### src/rtl/egg_timer_load_counter_pkg.sv
// Shared constants and BCD helper for the egg timer cook-time entry stage.
package egg_timer_load_counter_pkg;

   localparam int BCD_W               = 4;
   localparam int SEC_TENS_MAX        = 5;
   localparam int DEBOUNCE_CYCLES_DEF = 4;

   typedef logic [BCD_W-1:0] bcd_t;

   // Advance a two-digit BCD value by one, wrapping to 00 after {tensMax, onesMax}.
   function automatic logic [2*BCD_W-1:0] bcdStep(input bcd_t tens, input bcd_t ones,
                                                  input bcd_t tensMax, input bcd_t onesMax);
      logic [2*BCD_W-1:0] result;
      if (tens == tensMax && ones == onesMax) begin
         result = '0;
      end else if (ones == bcd_t'(9)) begin
         result = {bcd_t'(tens + bcd_t'(1)), bcd_t'(0)};
      end else begin
         result = {tens, bcd_t'(ones + bcd_t'(1))};
      end
      return result;
   endfunction

endpackage

### src/rtl/egg_timer_load_counter_button_debounce.sv
// Two-flop synchronizer followed by a stability counter; the output follows the
// synchronized level only after it has differed for DEBOUNCE_CYCLES consecutive cycles.
module button_debounce
   import egg_timer_load_counter_pkg::*;
#(
   parameter int DEBOUNCE_CYCLES = DEBOUNCE_CYCLES_DEF
) (
   input  logic clk,
   input  logic rst_n,
   input  logic button_i,
   output logic level_o
);

   localparam int CNT_W = $clog2(DEBOUNCE_CYCLES + 1);

   logic             sync1_q;
   logic             sync2_q;
   logic             level_q;
   logic             level_d;
   logic [CNT_W-1:0] count_q;
   logic [CNT_W-1:0] count_d;

   // Any cycle where the synchronized level agrees with the output restarts the count.
   always_comb begin
      count_d = '0;
      level_d = level_q;
      if (sync2_q != level_q) begin
         if (count_q == CNT_W'(DEBOUNCE_CYCLES - 1)) begin
            level_d = sync2_q;
         end else begin
            count_d = count_q + 1'b1;
         end
      end
   end

   always_ff @(posedge clk or negedge rst_n) begin
      if (!rst_n) begin
         sync1_q <= 1'b0;
         sync2_q <= 1'b0;
         level_q <= 1'b0;
         count_q <= '0;
      end else begin
         sync1_q <= button_i;
         sync2_q <= sync1_q;
         level_q <= level_d;
         count_q <= count_d;
      end
   end

   assign level_o = level_q;

endmodule

### src/rtl/egg_timer_load_counter.sv
// Cook-time entry: debounced buttons step a BCD MM:SS value in load mode, and a
// valid start freezes it and hands it on to the countdown stage.
module egg_timer_load_counter
   import egg_timer_load_counter_pkg::*;
#(
   parameter int DEBOUNCE_CYCLES = DEBOUNCE_CYCLES_DEF,
   parameter int MINUTE_MAX      = 99
) (
   input  logic             clk,
   input  logic             reset,
   input  logic             start,
   input  logic             cook_time,
   input  logic             minutes_up,
   input  logic             seconds_up,
   output logic             enable_timer_cooktime,
   output logic [BCD_W-1:0] second_ones,
   output logic [BCD_W-1:0] second_tens,
   output logic [BCD_W-1:0] minute_ones,
   output logic [BCD_W-1:0] minute_tens,
   output logic             debounce_min,
   output logic             debounce_sec
);

   localparam bcd_t MIN_TENS_MAX = bcd_t'(MINUTE_MAX / 10);
   localparam bcd_t MIN_ONES_MAX = bcd_t'(MINUTE_MAX % 10);
   localparam bcd_t SEC_TENS_LIM = bcd_t'(SEC_TENS_MAX);
   localparam bcd_t SEC_ONES_LIM = bcd_t'(9);

   logic debMin;
   logic debSec;
   logic debMinPrev_q;
   logic debSecPrev_q;
   logic minEvent;
   logic secEvent;
   logic loadAllowed;
   logic timeZero;
   logic enable_q;
   logic enable_d;
   bcd_t minTens_q, minTens_d;
   bcd_t minOnes_q, minOnes_d;
   bcd_t secTens_q, secTens_d;
   bcd_t secOnes_q, secOnes_d;

   button_debounce #(.DEBOUNCE_CYCLES(DEBOUNCE_CYCLES)) uMinDebounce (
      .clk      (clk),
      .rst_n    (reset),
      .button_i (minutes_up),
      .level_o  (debMin)
   );

   button_debounce #(.DEBOUNCE_CYCLES(DEBOUNCE_CYCLES)) uSecDebounce (
      .clk      (clk),
      .rst_n    (reset),
      .button_i (seconds_up),
      .level_o  (debSec)
   );

   // Press events are one-cycle pulses; events outside load mode are simply dropped.
   always_comb begin
      minTens_d   = minTens_q;
      minOnes_d   = minOnes_q;
      secTens_d   = secTens_q;
      secOnes_d   = secOnes_q;
      enable_d    = enable_q;
      minEvent    = debMin & ~debMinPrev_q;
      secEvent    = debSec & ~debSecPrev_q;
      loadAllowed = cook_time & ~enable_q;
      timeZero    = (minTens_q == '0) && (minOnes_q == '0) &&
                    (secTens_q == '0) && (secOnes_q == '0);
      if (loadAllowed && minEvent) begin
         {minTens_d, minOnes_d} = bcdStep(minTens_q, minOnes_q, MIN_TENS_MAX, MIN_ONES_MAX);
      end
      if (loadAllowed && secEvent) begin
         {secTens_d, secOnes_d} = bcdStep(secTens_q, secOnes_q, SEC_TENS_LIM, SEC_ONES_LIM);
      end
      if (start && !cook_time && !timeZero) begin
         enable_d = 1'b1;
      end
   end

   always_ff @(posedge clk or negedge reset) begin
      if (!reset) begin
         debMinPrev_q <= 1'b0;
         debSecPrev_q <= 1'b0;
         enable_q     <= 1'b0;
         minTens_q    <= '0;
         minOnes_q    <= '0;
         secTens_q    <= '0;
         secOnes_q    <= '0;
      end else begin
         debMinPrev_q <= debMin;
         debSecPrev_q <= debSec;
         enable_q     <= enable_d;
         minTens_q    <= minTens_d;
         minOnes_q    <= minOnes_d;
         secTens_q    <= secTens_d;
         secOnes_q    <= secOnes_d;
      end
   end

   assign enable_timer_cooktime = enable_q;
   assign minute_tens           = minTens_q;
   assign minute_ones           = minOnes_q;
   assign second_tens           = secTens_q;
   assign second_ones           = secOnes_q;
   assign debounce_min          = debMin;
   assign debounce_sec          = debSec;

endmodule

### config.mk
export PLATFORM = sky130hd
export DESIGN_NAME = egg_timer_load_counter
export DESIGN_NICKNAME = d
export VERILOG_FILES = /design/src/rtl/egg_timer_load_counter_pkg.sv /design/src/rtl/egg_timer_load_counter_button_debounce.sv /design/src/rtl/egg_timer_load_counter.sv
export SDC_FILE = /design/constraint.sdc
export NUM_CORES = 1
export LEC_CHECK = 0
export BUFFER_PORTS_ARGS = -buffer_cell sky130_fd_sc_hd__buf_2
export CAP_MARGIN = 40
export CORE_MARGIN = 10
export CORE_UTILIZATION = 50
export DETAILED_ROUTE_END_ITERATION = 8
export HOLD_SLACK_MARGIN = 0.15
export PLACE_DENSITY = 0.71
export SYNTH_ARGS = -nofsm -noshare
export SYNTH_HDL_FRONTEND = slang
export SYNTH_SLANG_ARGS = --single-unit
### constraint.sdc
create_clock -name clk -period 2 [get_ports clk]
set_clock_uncertainty 0.2 [all_clocks]
set_input_delay 0.1 -clock clk [delete_from_list [all_inputs] [get_ports clk]]
set_output_delay 0.1 -clock clk [all_outputs]
set_load 0.01 [all_outputs]
==> results of run 1 <==
## flip-flops by register name (all words and copies together), names as in the netlist, 3 cells and up
signal	flops
minute_ones	4
minute_tens	4
second_ones	4
second_tens	4
uMinDebounce.count_q	3
uSecDebounce.count_q	3
## critical path, cell delays in order (launching register included)
cell and delay (ns):
dfrtp_1 0.42, inv_1 0.10, ha_1 0.20, nand3b_4 0.15, nor3_2 0.19, mux2_1 0.33
## worst min-delay path by stage
stage	cells past startpoint	from	to	slack [ns]
6_report	0	uSecDebounce.sync1_q	uSecDebounce.sync2_q	0.16
3_5_place_dp	1	reset	uMinDebounce.count_q[2]	-0.02
2_1_floorplan	0	reset	debMinPrev_q	-0.40
4_1_cts	0	uSecDebounce.sync1_q	uSecDebounce.sync2_q	0.17
3_3_place_gp	1	reset	minute_ones[0]	-0.03
5_1_grt	0	uSecDebounce.sync1_q	uSecDebounce.sync2_q	0.18
## power breakdown
group          internal [mW]  switching [mW]  total (mW)
Combinational          0.138           0.133       0.271
Clock                  0.263           0.230       0.492
Sequential             0.716          0.0710       0.787
## cells in the mapped netlist, types with 2 or more instances
cell	n	area, um^2
mux2_2	2	22.52
ha_1	14	175.2
buf_6	3	33.78
a21oi_1	2	10.01
inv_1	14	52.55
o21ai_1	4	20.02
xnor2_1	2	17.52
nand3b_1	2	15.01
nand2_1	2	7.510
nor3b_1	4	30.03
nor2_1	3	11.26
nand2b_1	2	12.51
dfrtp_1	31	775.7
or3_1	2	12.51
and3b_1	4	35.03
o31ai_1	2	15.01
o21ai_0	9	45.04
nand4bb_1	2	22.52
nand3_1	10	50.05
nor4_1	3	18.77
## final cells by class
type	count	area (um^2)
inverter	14	52.55
fill	260	1167
clock buffer	5	37.54
tap	44	55.05
sequential	31	775.7
multi-input combinational	87	708.2
timing repair buffer	31	187.7
clock inverter	3	43.79
## layer usage
| layer | wire length, um | vias up | global-route usage [%] |
|---|---|---|---|
| met1 | 1356 | 557 | 11.80 |
| met4 | 74 | 0 | 5.303 |
| met5 | 0 | - | 0 |
| li1 | - | 548 | - |
| met2 | 1438 | 24 | 17.86 |
| met3 | 160 | 6 | 4.953 |
## timing repair
| item | in CTS | in global routing |
|---|---|---|
| hold endpoints to repair | 43 | 0 |
| hold buffers | 6 | 0 |
| resized for setup | 0 | 0 |
## kinds of logic (layout without fill, tap and decap cells)
kind of cell	count (synthesis)	in the layout	synth area share, %
AND/OR/NAND/NOR	44	44	20.88
AO/OA/AOI/OAI	23	23	8.845
XOR/XNOR	2	2	1.116
multiplexers	4	4	3.107
flip-flops	31	31	49.40
adder cells (fa/ha/maj)	14	14	11.16
buffers and inverters	17	53	5.498
## through the flow
step                      cells  utilization, %  power (mW)  hold slack (ns)
after floorplan             135               -      0.9657          -0.3956
after global placement      201           56.78       1.042         -0.03361
after detailed placement    201           56.78       1.069         -0.02005
after CTS                   215           61.45       1.571           0.1705
after global routing        215           61.45       1.646           0.1837
final                       215           61.45       1.550           0.1627
==> flow_summary.json, run 1 <==
{
  "htree_levels": 2,
  "startpoint": "second_ones[1]",
  "min_path_type": "flip-flop to flip-flop",
  "syn_inst": 135,
  "arrival_ns": 1.72,
  "die-area_um2": 5782,
  "postRouteAntennaNets": 0,
  "endpoint": "second_tens[3]",
  "cts_made_buffers": 5,
  "drc": 0,
  "clk_latency_ns": 0.34,
  "cts_tree": "yes",
  "crit_fanout": 11,
  "start_util_pct": 51.86,
  "synth_cell_types": 38,
  "coreArea_um2": 3028,
  "reg2reg_depth": 5,
  "grt_max_degree": 32,
  "gp_congestion": 0.8637,
  "cp-end-kind": "flip-flop",
  "synth_seq_cells": 31,
  "wire_per_inst_um": 14.09,
  "synth_nets": 155,
  "p_leak_nw": 0.9064,
  "via_count": 1135,
  "grt_pass1_vias": 1170,
  "power_density_nw_per_um2": 833.1,
  "wl_mm": 3.029,
  "grt_setup_unrepaired": "no",
  "setup_viol": 0,
  "grt_usage_pct": 10.97,
  "required_ns": 2.02,
  "ir_worst_vdd_mv": 0.5488,
  "tns_ns": 0,
  "io-pin-count": 25,
  "ff2ff_setup_slack_ns": 0.30,
  "maxSlewHeadroom_pct": 54.95,
  "post-dp-hpwl_mm": 2.246,
  "cts_root_buf": "clkbuf_4",
  "place_ws_ns": 0.3144,
  "via_per_inst": 5.279,
  "area_growth_pct": 18.49,
  "max_freq_mhz": 589.2,
  "clockBufferDepth": 2,
  "worstSetupStartpointType": "flip-flop",
  "antenna_cells": 0,
  "status": "finished, final reports clean",
  "fin_crit_ns": 1.697,
  "reg2reg_to": "second_tens[3]",
  "final_area_um2": 1861,
  "maxCapViolations": 0,
  "final_max_slew_viol_count": 0,
  "tightest_slew_ns": 0.6757,
  "layout_commonest_cell": "dfrtp_1",
  "first_iter_violations": 70,
  "clk_pin_slew_ns": 0.10,
  "drive_above_1_share_pct": 23.39,
  "antenna_found_initial": 0,
  "yosysWarnings": 0,
  "synth_area_per_cell_um2": 11.63,
  "synth-seq-area-share_pct": 49.40,
  "port-buffer-count": 24,
  "finalHoldViolCount": 0,
  "drtPass1Iterations": 2,
  "clock_sinks": 31,
  "fin_nets": 190,
  "syn-cell-area_um2": 1570,
  "final_cell_mix": "dfrtp_1 (31), buf_2 (24), inv_1 (14), ha_1 (14), nand3_1 (10)",
  "die_h_um": 76.04,
  "finalCritPeriodShare_pct": 84.86,
  "crit_type": "flip-flop to flip-flop",
  "synth_ff_type": "dfrtp_1",
  "setup_ws_ns": 0.3029,
  "grt.overflow.total": 0,
  "async_flop_share_pct": 100.0,
  "postCtsSetupRepairBufs": 0,
  "dpl_cell_area_um2": 1719,
  "grt_pass1_wl_mm": 5.175,
  "reg2reg_from": "second_ones[1]",
  "rows": 20,
  "synth-edff-count": 0,
  "die_w_um": 76.04
}
Note: power is estimated with default switching activity, not from simulation.
==> inputs of run 2 (changes only) <==
ABC_AREA = 1   (was unset)
clock period = 1.6 ns   (was 2 ns; I/O delays follow)
==> run 2 against run 1 <==
  * First-iteration DRC count rose by 29%
  * Sequential power up 17%
  * Combinational power grew 1%
  * Hold slack lost 0.0035 ns
  * Setup slack worse by 0.23 ns
  * Sequential cell count stayed put
  * Wire length is 2.9% higher
  * Final area increased by 2.3%
  * Synthesized area rose by 0.88%
  * Largest cell class unchanged
  * Highest routed layer unchanged
==> flow_summary.json, run 2 <==
{
  "status": "finished, final reports clean",
  "min_path_cells": 0,
  "fin_nets": 237,
  "p_leak_nw": 0.9832,
  "clk_latency_ns": 0.34,
  "p_total_mw": 1.635,
  "layout_commonest_cell": "nand2_1",
  "min_to": "uMinDebounce.sync2_q",
  "first_iter_violations": 90,
  "final_max_slew_viol_count": 0,
  "grt.overflow.total": 0,
  "clock_sinks": 31,
  "synth_top_area_share_pct": 48.97,
  "htree_levels": 2,
  "finalCritPeriodShare_pct": 95.57,
  "start_util_pct": 51.89,
  "register_area_um2": 775.7,
  "power_density_nw_per_um2": 859.3,
  "crit_fanout": 7,
  "drtPass1Iterations": 4,
  "synth-edff-count": 0,
  "min_from": "uMinDebounce.sync1_q",
  "grt_usage_pct": 11.01,
  "via_per_inst": 4.931,
  "muxShareOfSynthArea_pct": 0,
  "synth_seq_cells": 31,
  "finalHoldViolCount": 0,
  "postRouteAntennaNets": 0,
  "synth.most_common_cell": "nand2_1",
  "antenna_cells": 0,
  "yosysWarnings": 0,
  "cts_tree": "yes",
  "synth_cell_types": 17,
  "die_w_um": 76.29,
  "ff2ff_setup_slack_ns": 0.07,
  "synth_nets": 197,
  "fin_crit_ns": 1.529,
  "synth_area_per_cell_um2": 8.949,
  "wl_mm": 3.116,
  "max_freq_mhz": 653.9,
  "port-buffer-count": 24,
  "cts_root_buf": "clkbuf_4",
  "reg2reg_from": "minute_ones[1]",
  "arrival_ns": 1.59,
  "syn-cell-area_um2": 1584,
  "coreArea_um2": 3053,
  "post-dp-hpwl_mm": 2.298,
  "grt_setup_unrepaired": "yes",
  "synth_top_cells_by_area": "dfrtp_1 (49%), ha_1 (11%), nand2_1 (8.8%)",
  "cp-end-kind": "flip-flop",
  "async_flop_share_pct": 100.0,
  "area_growth_pct": 20.14,
  "clk_pin_slew_ns": 0.10,
  "wire_per_inst_um": 11.89,
  "maxCapViolations": 0,
  "grt_max_degree": 32,
  "reg2reg_to": "minute_tens[1]",
  "antenna_found_initial": 0,
  "setup_viol": 0,
  "final_cell_mix": "nand2_1 (34), dfrtp_1 (31), buf_2 (23), inv_1 (21), nor2_1 (17)",
  "synth_xor_area_share_pct": 3.318,
  "crit_type": "flip-flop to flip-flop",
  "synth-seq-area-share_pct": 48.97,
  "synth_simple_gate_area_share_pct": 24.88,
  "grt_pass1_wl_mm": 5.375,
  "reg2reg_depth": 7,
  "io-pin-count": 25,
  "ir_worst_vdd_mv": 0.6893,
  "min_path_type": "flip-flop to flip-flop",
  "drc": 0,
  "tightest_slew_ns": 0.4219,
  "synth_top_family_by_area": "simple AND/OR/NAND/NOR gates",
  "multi_input_area_um2": 704.4,
  "holdWs_ns": 0.1592,
  "cts_made_buffers": 5,
  "grt_pass1_vias": 1220,
  "required_ns": 1.66,
  "clockBufferDepth": 2,
  "rows": 20,
  "die_h_um": 76.29,
  "synth_ff_type": "dfrtp_1",
  "via_count": 1292,
  "nFillCells": 281,
  "yosys-top-cells-count": "nand2_1 (37), dfrtp_1 (31), inv_1 (25)",
  "yosys.area.top_type": "dfrtp_1",
  "worstSetupStartpointType": "flip-flop",
  "yosys.area_share.adder_pct": 11.06,
  "die-area_um2": 5819,
  "synth_compound_area_share_pct": 4.423,
  "syn_inst": 177,
  "drive_above_1_share_pct": 22.94,
  "gp_congestion": 0.8638,
  "maxSlewHeadroom_pct": 71.88
}
run 2: layout make-up:
type                       count  share of cell area, %
timing repair buffer          35                  11.57
multi-input combinational    119                  37.02
sequential                    31                  40.76
clock buffer                   6                  2.170
tap                           44                  2.893
inverter                      25                  4.931
clock inverter                 2                 0.6575
run 2: worst max path at each step:
stage                    from              to  slack (ns)  cells after the start
6_report       minute_ones[1]  minute_tens[1]        0.07                      7
4_1_cts                 reset  second_ones[2]        0.03                      3
3_3_place_gp   second_ones[1]  second_tens[1]        0.15                      7
5_1_grt        minute_ones[1]  minute_ones[1]       -0.03                      7
2_1_floorplan  second_ones[1]  second_tens[0]        0.17                      7
3_5_place_dp   second_ones[1]  second_tens[1]        0.06                      7
run 2: kinds of logic (layout without fill, tap and decap cells):
logic type | after synthesis | after routing
flip-flops | 31 | 31
AO/OA/AOI/OAI | 14 | 14
adder cells (fa/ha/maj) | 14 | 14
AND/OR/NAND/NOR | 85 | 85
buffers and inverters | 27 | 68
XOR/XNOR | 6 | 6
run 2: repair_timing:
action,in CTS,in global routing
setup buffers,0,4
hold buffers,6,0
gates resized for setup,0,13
endpoints found under the setup margin,0,14
hold endpoints to repair,50,0
run 2: through the flow:
step | TNS [ns] | std cells | util, % | worst slack, ns | instance area, um^2
after floorplan | 0 | 177 | - | 0.1657 | 1584
after global placement | 0 | 244 | 57.13 | 0.1460 | 1744
after detailed placement | 0 | 244 | 57.13 | 0.05971 | 1744
after CTS | 0 | 258 | 60.86 | 0.02991 | 1858
after global routing | -0.06601 | 262 | 62.34 | -0.02643 | 1903
final | 0 | 262 | 62.34 | 0.07083 | 1903
run 2: worst max-delay path, stage by stage (launching register included):
cell,delay (ns)
dfrtp_1,0.43
inv_2,0.08
ha_2,0.17
nand2_2,0.06
nor2_4,0.19
buf_4,0.14
nand4_1,0.09
o21ai_1,0.09
run 2: metal layers:
layer / up-vias / global-route usage (%) / share of wire [%]
li1: 644 / - / -
met1: 613 / 13.25 / 46
met2: 30 / 16.75 / 47
met3: 5 / 4.953 / 6.1
met4: 0 / 4.275 / 1.3
met5: - / 0 / 0
run 2: where the power goes:
| group | total, mW | leakage [nW] | switching, mW | internal (mW) |
|---|---|---|---|---|
| Combinational | 0.275 | 0.604 | 0.156 | 0.119 |
| Clock | 0.438 | 0.0282 | 0.269 | 0.169 |
| Sequential | 0.922 | 0.351 | 0.0501 | 0.872 |
==> inputs of run 3 (changes only) <==
PLACE_DENSITY = 0.75   (was 0.71)
==> run 3 against run 2 <==
  * Clock-buffer cell count increased by 1
  * Register-to-register slack improved by 0.03 ns
  * Wire length decreased by 7.3%
  * Fmax increased by 1.7%
  * Critical endpoint is now second_tens[1]
  * Critical path type unchanged
  * Global-route usage decreased by 0.26 points
  * Critical path depth unchanged
  * Setup slack improved by 0.026 ns
  * Final area increased by 0.33%
==> flow_summary.json, run 3 (synthesized netlist as in run 2, its figures left out) <==
{
  "status": "finished, final reports clean",
  "wl_mm": 2.887,
  "cts_root_buf": "clkbuf_4",
  "gp_congestion": 0.8513,
  "grt.overflow.total": 0,
  "layout_commonest_cell": "nand2_1",
  "min_to": "uSecDebounce.sync2_q",
  "p_leak_nw": 1.001,
  "min_path_cells": 0,
  "worstSetupStartpointType": "flip-flop",
  "min_path_type": "flip-flop to flip-flop",
  "ir_worst_vdd_mv": 0.7313,
  "required_ns": 1.61,
  "coreArea_um2": 3053,
  "post-dp-hpwl_mm": 2.103,
  "tightest_slew_ns": 0.4059,
  "drc": 0,
  "cpPeakStageDelay_ns": 0.41,
  "die_h_um": 76.29,
  "worst-path-buf-inv": 2,
  "area_growth_pct": 20.54,
  "reg2reg_from": "second_ones[1]",
  "arrival_ns": 1.51,
  "crit_fanout": 6,
  "ff2ff_setup_slack_ns": 0.1,
  "clk_latency_ns": 0.32,
  "maxSlewHeadroom_pct": 72.94,
  "fin_nets": 239,
  "grt_max_degree": 32,
  "maxCapViolations": 0,
  "start_util_pct": 51.89,
  "clock_sinks": 31,
  "grt_pass1_vias": 1177,
  "port-buffer-count": 24,
  "place_ws_ns": 0.08313,
  "drtPass1Iterations": 4,
  "clk_pin_slew_ns": 0.09,
  "final_max_slew_viol_count": 0,
  "cp-end-kind": "flip-flop",
  "reg2reg_depth": 7,
  "cts_made_buffers": 5,
  "via_count": 1250,
  "finalCritPeriodShare_pct": 93.96,
  "die_w_um": 76.29,
  "cp_slowest_cell": "dfrtp_1",
  "final_cell_mix": "nand2_1 (35), dfrtp_1 (31), buf_2 (23), inv_1 (22), nor2_1 (17)",
  "via_per_inst": 4.735,
  "htree_levels": 2,
  "power_density_nw_per_um2": 844.1,
  "wire_per_inst_um": 10.94,
  "tns_ns": 0,
  "cts_tree": "yes",
  "max_freq_mhz": 665.2,
  "postRouteAntennaNets": 0,
  "holdWs_ns": 0.1562,
  "die-area_um2": 5819,
  "grt_usage_pct": 10.75,
  "reg2reg_to": "second_tens[1]",
  "drive_above_1_share_pct": 21.82,
  "io-pin-count": 25,
  "crit_family": "flip-flops",
  "rows": 20,
  "finalHoldViolCount": 0,
  "clockBufferDepth": 2,
  "grt_pass1_wl_mm": 5.202,
  "antenna_found_initial": 0,
  "setup_ws_ns": 0.09659,
  "min_from": "uSecDebounce.sync1_q",
  "fin_crit_ns": 1.503,
  "antenna_cells": 0,
  "crit_chain": "inv_2 -> ha_2 -> nand2_1 -> nor2_4 -> nand2_2 -> inv_1 -> o21ai_0",
  "setup_viol": 0,
  "crit_type": "flip-flop to flip-flop",
  "first_iter_violations": 96
}
==> run 3: cell types whose count changed in the layout (fill, tap and decap cells not counted) <==
cell	delta
buf_4	+2
clkbuf_1	+1
clkinvlp_4	-1
ha_1	+1
ha_2	-1
inv_1	+1
inv_2	-1
nand2_1	+1
nand2_2	-1
o21ai_0	+3
o21ai_1	-3
==> run 3: area by class of cell <==
cell class                      instances  area, um^2
Fill cell                             274        1144
Sequential cell                        31       775.7
Multi-Input combinational cell        119       699.4
Timing Repair Buffer                   37       235.2
Inverter                               25       93.84
Tap cell                               44       55.05
Clock buffer                            7       45.04
Clock inverter                          1       5.005
==> run 3: per-layer routing <==
metal	up-vias	global-route usage (%)	routed length, um
met1	568	13.78	1400
met2	27	15.31	1269
li1	649	-	-
met4	0	3.903	46
met5	-	0	0
met3	6	5.071	170
==> run 3: worst register-to-register path: cells and delay by family (launching register included) <==
family | cells | cell delay [ns]
simple gates | 3 | 0.37
buf+inv | 2 | 0.16
fa+ha+maj | 1 | 0.17
flops | 1 | 0.41
compound gates | 1 | 0.07
==> run 3: metrics by stage <==
step	power (mW)	cell area, um^2	instances	util (%)
finish	1.612	1909	264	62.54
global route	1.742	1909	264	62.54
CTS	1.640	1869	260	61.23
detailed placement	1.199	1759	246	57.62
global placement	1.191	1759	246	57.62
floorplan	1.101	1584	177	-
==> run 3: worst max-delay path by stage <==
stage                         startpoint        endpoint  cells after the start
after detailed placement  second_ones[1]  second_tens[0]                      7
final                     second_ones[1]  second_tens[1]                      7
after global placement    second_ones[1]  second_tens[1]                      7
after global routing      second_ones[1]  second_tens[1]                      7
after CTS                 second_ones[1]  second_tens[1]                      7
after floorplan           second_ones[1]  second_tens[0]                      7
==> run 3: repair_timing <==
item | in CTS | in global routing
buffers inserted | 0 | 4
hold endpoints to repair | 45 | 0
hold buffers | 6 | 0
endpoints found under the setup margin | 0 | 39
resized for setup | 0 | 7
==> run 3: report_power, final <==
group | leakage, nW | internal, mW | switching, mW
Clock | 0.0293 | 0.171 | 0.250
Sequential | 0.351 | 0.872 | 0.0458
Combinational | 0.620 | 0.118 | 0.155
